**config.mk**
```make
export PLATFORM = sky130hd
export DESIGN_NAME = div_seq
export DESIGN_NICKNAME = d
export VERILOG_FILES = /design/src/rtl/div_seq.sv
export SDC_FILE = /design/constraint.sdc
export NUM_CORES = 1
export LEC_CHECK = 0
export CORE_UTILIZATION = 55
export DETAILED_ROUTE_END_ITERATION = 16
export PLACE_DENSITY = 0.9
export SLEW_MARGIN = 25
export SYNTH_ARGS = -nofsm -noshare
export SYNTH_HDL_FRONTEND = slang
export SYNTH_SLANG_ARGS = --single-unit
```
**constraint.sdc**
```tcl
create_clock -name clk -period 14 [get_ports clk]
set_clock_uncertainty 0.15 [all_clocks]
set_input_delay 4.2 -clock clk [delete_from_list [all_inputs] [get_ports clk]]
set_output_delay 4.2 -clock clk [all_outputs]
set_load 0.1 [all_outputs]
```
**src/rtl/div_seq.sv**
```systemverilog
// div_seq: iterative 32-bit restoring divider for DIV/DIVU.
// All arithmetic is issued to the shared execute-stage ALU, one op per cycle.
// The block itself only shifts, muxes and sequences.
module div_seq (
   input  logic        clk,
   input  logic        rst,
   input  logic        start,
   input  logic        is_signed,
   input  logic [31:0] dividend,
   input  logic [31:0] divisor,
   output logic        busy,
   output logic        done,
   output logic [31:0] quotient,
   output logic [31:0] remainder,
   output logic        div_by_zero,
   output logic        alu_sel,
   output logic [4:0]  alu_opcode,
   output logic [31:0] alu_op_x,
   output logic [31:0] alu_op_y,
   input  logic [31:0] alu_result
);

   // ALU opcode encodings shared with the execute-stage ALU
   localparam logic [4:0] ALU_SUBU  = 5'h03;
   localparam logic [4:0] ALU_SLTU  = 5'h07;
   localparam logic [4:0] ALU_PASSY = 5'h0F;

   typedef enum logic [2:0] {
      S_IDLE  = 3'd0,
      S_ABS_X = 3'd1,
      S_ABS_Y = 3'd2,
      S_CMP   = 3'd3,
      S_SUB   = 3'd4,
      S_SGN_Q = 3'd5,
      S_SGN_R = 3'd6,
      S_DONE  = 3'd7
   } state_t;

   state_t      r_state;
   logic [31:0] r_quotient;
   logic [31:0] r_remainder;
   logic        r_dbz;

   logic        r_signed;
   logic [31:0] r_dvd;
   logic [31:0] r_dvs;
   logic [31:0] r_q;
   logic [31:0] r_r;
   logic [31:0] r_d;
   logic [31:0] r_s;
   logic        r_ge;
   logic [4:0]  r_cnt;

   logic [31:0] w_shift;
   logic        w_dvd_neg;
   logic        w_dvs_neg;
   logic        w_q_neg;

   // Negate (0 - y) when the operand is negative, otherwise pass it through
   function automatic logic [4:0] f_neg_or_pass(input logic neg);
      return neg ? ALU_SUBU : ALU_PASSY;
   endfunction

   assign w_shift   = {r_r[30:0], r_q[31]};
   assign w_dvd_neg = r_signed & r_dvd[31];
   assign w_dvs_neg = r_signed & r_dvs[31];
   assign w_q_neg   = w_dvd_neg ^ w_dvs_neg;

   assign busy        = (r_state != S_IDLE) && (r_state != S_DONE);
   assign alu_sel     = busy;
   assign done        = (r_state == S_DONE);
   assign quotient    = r_quotient;
   assign remainder   = r_remainder;
   assign div_by_zero = r_dbz;

   // ALU request for the current state; idle/done leaves the ALU on a harmless pass of 0
   always_comb begin
      alu_opcode = ALU_PASSY;
      alu_op_x   = 32'd0;
      alu_op_y   = 32'd0;
      case (r_state)
         S_ABS_X: begin
            alu_opcode = f_neg_or_pass(w_dvd_neg);
            alu_op_y   = r_dvd;
         end
         S_ABS_Y: begin
            alu_opcode = f_neg_or_pass(w_dvs_neg);
            alu_op_y   = r_dvs;
         end
         S_CMP: begin
            alu_opcode = ALU_SLTU;
            alu_op_x   = w_shift;
            alu_op_y   = r_d;
         end
         S_SUB: begin
            alu_opcode = ALU_SUBU;
            alu_op_x   = r_s;
            alu_op_y   = r_d;
         end
         S_SGN_Q: begin
            alu_opcode = f_neg_or_pass(w_q_neg);
            alu_op_y   = r_q;
         end
         S_SGN_R: begin
            alu_opcode = f_neg_or_pass(w_dvd_neg);
            alu_op_y   = r_r;
         end
         default: begin
            alu_opcode = ALU_PASSY;
         end
      endcase
   end

   // Control FSM and visible result registers; reset aborts any operation in flight
   always_ff @(posedge clk or posedge rst) begin
      if (rst) begin
         r_state     <= S_IDLE;
         r_quotient  <= 32'd0;
         r_remainder <= 32'd0;
         r_dbz       <= 1'b0;
      end else begin
         case (r_state)
            S_IDLE: begin
               if (start) begin
                  if (divisor == 32'd0) begin
                     r_quotient  <= 32'hFFFF_FFFF;
                     r_remainder <= dividend;
                     r_dbz       <= 1'b1;
                     r_state     <= S_DONE;
                  end else begin
                     r_dbz   <= 1'b0;
                     r_state <= S_ABS_X;
                  end
               end
            end
            S_ABS_X: r_state <= S_ABS_Y;
            S_ABS_Y: r_state <= S_CMP;
            S_CMP:   r_state <= S_SUB;
            S_SUB:   r_state <= (r_cnt == 5'd0) ? S_SGN_Q : S_CMP;
            S_SGN_Q: begin
               r_quotient <= alu_result;
               r_state    <= S_SGN_R;
            end
            S_SGN_R: begin
               r_remainder <= alu_result;
               r_state     <= S_DONE;
            end
            S_DONE:  r_state <= S_IDLE;
            default: r_state <= S_IDLE;
         endcase
      end
   end

   // Division datapath: operand capture, magnitudes, shift/restore iterations
   always_ff @(posedge clk) begin
      case (r_state)
         S_IDLE: begin
            if (start) begin
               r_signed <= is_signed;
               r_dvd    <= dividend;
               r_dvs    <= divisor;
            end
         end
         S_ABS_X: begin
            r_q <= alu_result;
            r_r <= 32'd0;
         end
         S_ABS_Y: begin
            r_d   <= alu_result;
            r_cnt <= 5'd31;
         end
         S_CMP: begin
            // A bit shifted out of R means S >= 2^32 > D, so subtract regardless of SLTU
            r_s  <= w_shift;
            r_ge <= r_r[31] | ~alu_result[0];
         end
         S_SUB: begin
            r_r <= r_ge ? alu_result : r_s;
            r_q <= {r_q[30:0], r_ge};
            if (r_cnt != 5'd0) begin
               r_cnt <= r_cnt - 5'd1;
            end
         end
         default: begin
         end
      endcase
   end

endmodule

```
==> flow_summary_export.csv, run 1 <==
group,metric,value,unit
global_routing,grt_max_degree,72,
sta,fmax,110,MHz
setup_path,slowest_delay,1.18,ns
worst_hold_path,min_path_cells,0,
sta,fin_crit,9.09,ns
floorplanning,die_w,149,um
drt,routed_wl,36000,um
setup_path,cp_data_required_time,9.65,ns
drt,avgViaCountPerCell,6.56,
synth,synthTopCellsByArea,"edfxtp_1 50%, dfrtp_1 14%, nand2_1 5.5%",
place,gp_congestion,0.861,
drt,routedWlPerCell,24.6,um
floorplanning,fp-row-count,53,
sta,slew_headroom,27.3,%
clock_tree,clk_latency,0.52,ns
clock_tree,cts_buffer_depth,3,
synth,yosysSeqAreaShare,64.7,%
sta,rsz0062_at_grt,"false",
synth,avgSynthCellArea,12.2,um2
synth,yosys_warnings,0,
synth,ys_seq_elements,267,
global_routing,grt_antenna_before_repair,0,
floorplanning,die_height,149,um
setup_path,setup.worst_path.start_class,"flip-flop",
synth,synth_top_area_cell,"edfxtp_1",
clock_tree,h-tree-depth,1,
worst_hold_path,hp-start,"r_r[28]",
clock_tree,ctsHoldBuffers,0,
clock_tree,clkTransAtPathRegs,0.06,ns
clock_tree,cts-root-buf,"clkbuf_16",
global_routing,grt_overflow,0,
synth,ys.flop_type,"edfxtp_1",
floorplanning,dieArea,0.0222,mm2
floorplanning,boundaryPins,237,
clock_tree,clock-sinks,267,
floorplanning,core-area,0.0211,mm2
setup_path,cp_cell_sequence,"nand2_1 -> nor2_4 -> buf_4 -> a22oi_1 -> nand3_1 -> clkdlybuf4s50_1",
setup_path,cpLargestDelayFamily,"buffers and inverters",
job,max-cap-violations,0,
setup_path,reg2reg_from,"r_state[2]",
sta,hold_viol,0,
cells_and_area,fin_nets,1270,
synth,yosysMostFrequentCell,"edfxtp_1",
setup_path,critPathCaptureType,"output port",
setup_path,r2r_cells,4,
cells_and_area,fillers,1359,
global_routing,grt_pass1_vias,9309,
outcome,outcome,"finished, final reports clean",
cells_and_area,diodes,0,
clock_tree,cts_repair_resize_count,0,
clock_tree,cts_tree,"done",
synth,synth_enable_flop_cells,199,
drt,dr_total_vias,9599,
sta,worstMarginPinSlew,1.09,ns
setup_path,crit_buf_inv,2,
drt,ant_nets,0,
setup_path,worstPathMaxFanout,33,
setup_path,crit_type,"flip-flop to output port",
sta,setup_viol,0,
setup_path,r2r_slack,10.54,ns
clock_tree,cts_buffers,27,
sta,fin_crit_sh,64.9,%
clock_tree,cts_setup_buffers,0,
drt,drc,0,
setup_path,reg2reg_to,"r_q[14]",
place,dp_hpwl,22300,um
synth,synth_cells,970,
worst_hold_path,hp-class,"flip-flop to flip-flop",
place,io_buffers,233,
global_routing,grt_pass1_wl,53800,um
floorplanning,initial_core_util,56.3,%
sta,drv_slew,0,
global_routing,grt_usage,32.2,%
cells_and_area,drive_above_1_share,9.17,%
synth,synth_area,0.0119,mm2
drt,dr.first_iter.drc_count,1046,
setup_path,crit_arrival,4.74,ns
synth,netlist_top_cells_count,"199 x edfxtp_1, 175 x nand2_1, 72 x nor2_1, 68 x dfrtp_1, 66 x a22oi_1",
drt,first_pass_iters,6,
cells_and_area,synthToLayoutAreaGrowth,28.6,%
sta,final.setup.tns,0,ns
synth,synth.top_cell.area_share,50.3,%
synth,ys_types,44,
worst_hold_path,hold_end,"r_s[29]",
synth,async_flop_share,25.5,%
setup_path,crit_slowest_cell,"clkdlybuf4s50_1",
## cells in the final DEF, fill, tap and decap left out, drive strengths merged, types with 2 or more instances in the layout
cell           synthesis  routed
a21o                   3       3
a21oi                 35      35
a22o                  33      33
a22oi                 96      96
and2                   3       3
and4                   2       2
buf                   50      18
bufinv                 0       4
clkbuf                32      37
clkdlybuf4s50          0     233
clkinv                 0       6
clkinvlp               0       3
conb                   2       3
dfrtp                 68      68
edfxtp               199     199
inv                    4       3
mux2i                 32      32
nand2                175     175
nand2b                 3       3
nand3                 34      34
nand4                 32      32
nor2                  74      74
nor3                   3       3
nor4                   8       8
o211ai                32      32
o21ai                  2       2
o22ai                 32      32
o32ai                  2       2
or3b                   3       3
xnor2                  2       2
## per-layer routing
layer | global-route usage, % | wire, um
met2 | 50.0 | 16700
met5 | 0 | 0
met4 | 14.1 | 1380
met3 | 6.48 | 4320
met1 | 44.1 | 13600
## cells by family after synthesis
| kind of cell | count (synthesis) | synth area share (%) |
|---|---|---|
| AOI/OAI and AO/OA | 238 | 15.6 |
| xor gates and xnor gates | 2 | 0.148 |
| adders and majority gates | 1 | 0.105 |
| buffers and inverters | 86 | 3.86 |
| DFF | 267 | 64.7 |
| muxes | 33 | 2.79 |
| other | 2 | 0.0632 |
| and+or+nand+nor | 341 | 12.7 |
## state kept, by name, indices dropped and copies added (netlist names)
name / flops
div_by_zero: 1
r_s: 32
r_cnt: 5
remainder: 32
r_r: 32
quotient: 32
r_dvd: 32
r_state: 3
r_signed: 1
r_ge: 1
r_dvs: 32
r_d: 32
r_q: 32
## per-stage QoR
| stage | hold WS, ns | instances | setup WS [ns] | cell area, um2 | utilization, % |
|---|---|---|---|---|---|
| after floorplan | 0.301 | 971 | 5.78 | 11900 | - |
| after global placement | 0.326 | 1412 | 5.69 | 14300 | 67.7 |
| after detailed placement | 0.326 | 1412 | 5.52 | 14300 | 67.7 |
| after CTS | 0.335 | 1461 | 4.96 | 15200 | 72.1 |
| after global routing | 0.344 | 1464 | 4.78 | 15300 | 72.4 |
| final | 0.344 | 1464 | 4.91 | 15300 | 72.4 |
## final cells by class
type	count	area, um2	area share (%)
clock buffers	37	753	4.93
clock inverters	12	166	1.09
inverters	4	16.3	0.107
multi-input cells	618	3800	24.9
flip-flops and latches	267	7680	50.3
well taps	275	344	2.25
repair buffers	251	2510	16.5
## worst max-delay path by stage
| stage | slack [ns] | cells past startpoint | endpoint | start |
|---|---|---|---|---|
| after CTS | 4.96 | 6 | alu_op_y[12] | r_state[2] |
| after global routing | 4.78 | 6 | alu_op_y[12] | r_state[2] |
| after detailed placement | 5.52 | 6 | alu_op_y[12] | r_state[2] |
| after floorplan | 5.78 | 5 | alu_opcode[2] | r_state[1] |
| final | 4.91 | 6 | alu_op_y[12] | r_state[2] |
| after global placement | 5.69 | 6 | alu_op_y[14] | r_state[2] |
Power of run 1 is not shown: default switching activity piles up to over one toggle a cycle in this logic, so the estimate is an artifact.
==> run 2, diff against run 1 <==
--- a/config.mk
+++ b/config.mk
@@ -5,9 +5,9 @@
 export SDC_FILE = /design/constraint.sdc
 export NUM_CORES = 1
 export LEC_CHECK = 0
-export CORE_UTILIZATION = 55
+export CORE_UTILIZATION = 47
 export DETAILED_ROUTE_END_ITERATION = 16
-export PLACE_DENSITY = 0.9
+export PLACE_DENSITY = 0.83
 export SLEW_MARGIN = 25
 export SYNTH_ARGS = -nofsm -noshare
 export SYNTH_HDL_FRONTEND = slang
==> constraint.sdc (replaced) <==
create_clock -name clk -period 7.45 [get_ports clk]
set_clock_uncertainty 0.15 [all_clocks]
set_input_delay 2.235 -clock clk [delete_from_list [all_inputs] [get_ports clk]]
set_output_delay 2.235 -clock clk [all_outputs]
set_load 0.1 [all_outputs]
==> flow_summary_export.csv, run 2 (same netlist as run 1, synthesis figures left out) <==
group,metric,value,unit
clock_tree,clock-sinks,267,
cells_and_area,seq_area,0.00768,mm2
setup_path,critPathCaptureType,"output port",
global_routing,grtUsageMet2,43.3,%
drt,avgViaCountPerCell,6.26,
global_routing,grt_usage,27.7,%
clock_tree,cts-root-buf,"clkbuf_16",
setup_path,r2r_slack,4.13,ns
place,dp_hpwl,22700,um
setup_path,cpLargestDelayFamily,"simple AND/OR/NAND/NOR gates",
floorplanning,initial_core_util,48.4,%
clock_tree,cts_buffer_depth,3,
floorplanning,core-area,0.0245,mm2
sta,fmax,154,MHz
sta,fin_crit_sh,87.2,%
setup_path,cp_data_required_time,5.07,ns
cells_and_area,diodes,0,
place,io_buffers,233,
drt,routed_wl,36400,um
drt,ant_nets,0,
sta,slew_headroom,27.6,%
clock_tree,cts_buffers,28,
drt,dr_total_vias,9502,
job,max-cap-violations,0,
drt,routedWlPerCell,24.0,um
setup_path,cp_cell_sequence,"nand2_1 -> nor2_4 -> a22oi_1 -> nand3_1 -> clkdlybuf4s50_1",
cells_and_area,final_common_cell,"clkdlybuf4s50_1",
setup_path,worstPathMaxFanout,28,
clock_tree,cts_setup_buffers,0,
floorplanning,die_w,161,um
sta,worstMarginPinSlew,1.08,ns
outcome,outcome,"finished, final reports clean",
cells_and_area,synthToLayoutAreaGrowth,29.2,%
drt,dr.first_iter.drc_count,1314,
sta,hold_viol,0,
setup_path,slowest_delay,1.15,ns
worst_hold_path,hp-class,"flip-flop to flip-flop",
global_routing,grt_max_degree,69,
global_routing,globalRouteMet3Util,6.71,%
clock_tree,ctsHoldBuffers,0,
setup_path,crit_type,"flip-flop to output port",
floorplanning,boundaryPins,237,
drt,first_pass_iters,6,
global_routing,grt.busiest_layer,"met2",
global_routing,met1_usage,37.5,%
drt,drc,0,
setup_path,setup.worst_path.start_class,"flip-flop",
sta,setup_ws,0.953,ns
clock_tree,cts_tree,"done",
setup_path,crit_buf_inv,1,
sta,holdWs,0.345,ns
clock_tree,cts_repair_resize_count,0,
setup_path,crit_arrival,4.11,ns
global_routing,grt_pass1_vias,9320,
sta,final.setup.tns,0,ns
floorplanning,dieArea,0.0259,mm2
floorplanning,fp-row-count,57,
clock_tree,clkTransAtPathRegs,0.06,ns
cells_and_area,layout_common_cells,"213 x clkdlybuf4s50_1, 199 x edfxtp_1, 175 x nand2_1",
global_routing,grt_pass1_wl,54900,um
sta,setup_viol,0,
place,gp_congestion,0.877,
setup_path,crit_slowest_cell,"clkdlybuf4s50_1",
cells_and_area,multiInputGateArea,0.00381,mm2
clock_tree,h-tree-depth,1,
floorplanning,die_height,161,um
cells_and_area,fillers,1884,
sta,drv_slew,0,
global_routing,grt_antenna_before_repair,1,
cells_and_area,drive_above_1_share,11.2,%
global_routing,grt_overflow,0,
sta,fin_crit,6.50,ns
place,detailedPlace.worstSlack,1.54,ns
cells_and_area,fin_nets,1273,
clock_tree,clk_latency,0.54,ns
sta,rsz0062_at_grt,"false",
-- run 2: path summary, 6_finish.rpt --
check,start,to,depth (start not counted)
setup / recovery,r_state[2],alu_op_y[8],5
hold reg to reg,r_r[25],r_s[26],0
hold / removal,r_r[25],r_s[26],0
min in group asynchronous,rst,remainder[14],3
setup reg to reg,r_state[2],r_q[16],4
max in group asynchronous,rst,remainder[0],3
-- run 2: final cells by class --
cell class | count | area share [%]
clock inverters | 14 | 0.783
multi-input cells | 618 | 24.8
flip-flops and latches | 267 | 50.0
clock buffers | 38 | 5.21
repair buffers | 253 | 16.4
inverters | 4 | 0.106
well taps | 324 | 2.64
-- run 2: routing by layer --
layer | vias up | wire length, um
li1 | 4076 | -
met1 | 4703 | 14200
met2 | 644 | 17200
met3 | 77 | 3980
met4 | 2 | 1010
met5 | - | 17
-- run 2: worst register-to-register path, delay by kind of cell (launching register included) --
kind | cells | cell delay (ns)
AOI/OAI and AO/OA | 1 | 0.19
DFF | 1 | 0.92
and+or+nand+nor | 1 | 0.56
buffers and inverters | 2 | 1.09
-- run 2: through the flow --
step,util (%),cells,area (um2)
finish,62.5,1518,15300
global route,62.5,1518,15300
CTS,62.3,1516,15300
detailed placement,58.6,1464,14400
global placement,58.4,1463,14300
floorplan,-,971,11900
Power of run 2 is left out for the same reason.
==> run 3, diff against run 2 <==
--- a/config.mk
+++ b/config.mk
@@ -12,3 +12,4 @@
 export SYNTH_ARGS = -nofsm -noshare
 export SYNTH_HDL_FRONTEND = slang
 export SYNTH_SLANG_ARGS = --single-unit
+export TNS_END_PERCENT = 1
==> results of run 3 <==
Same layout as run 2: the final DEF is identical, and so are final timing and power.
Power of run 3 is left out for the same reason.
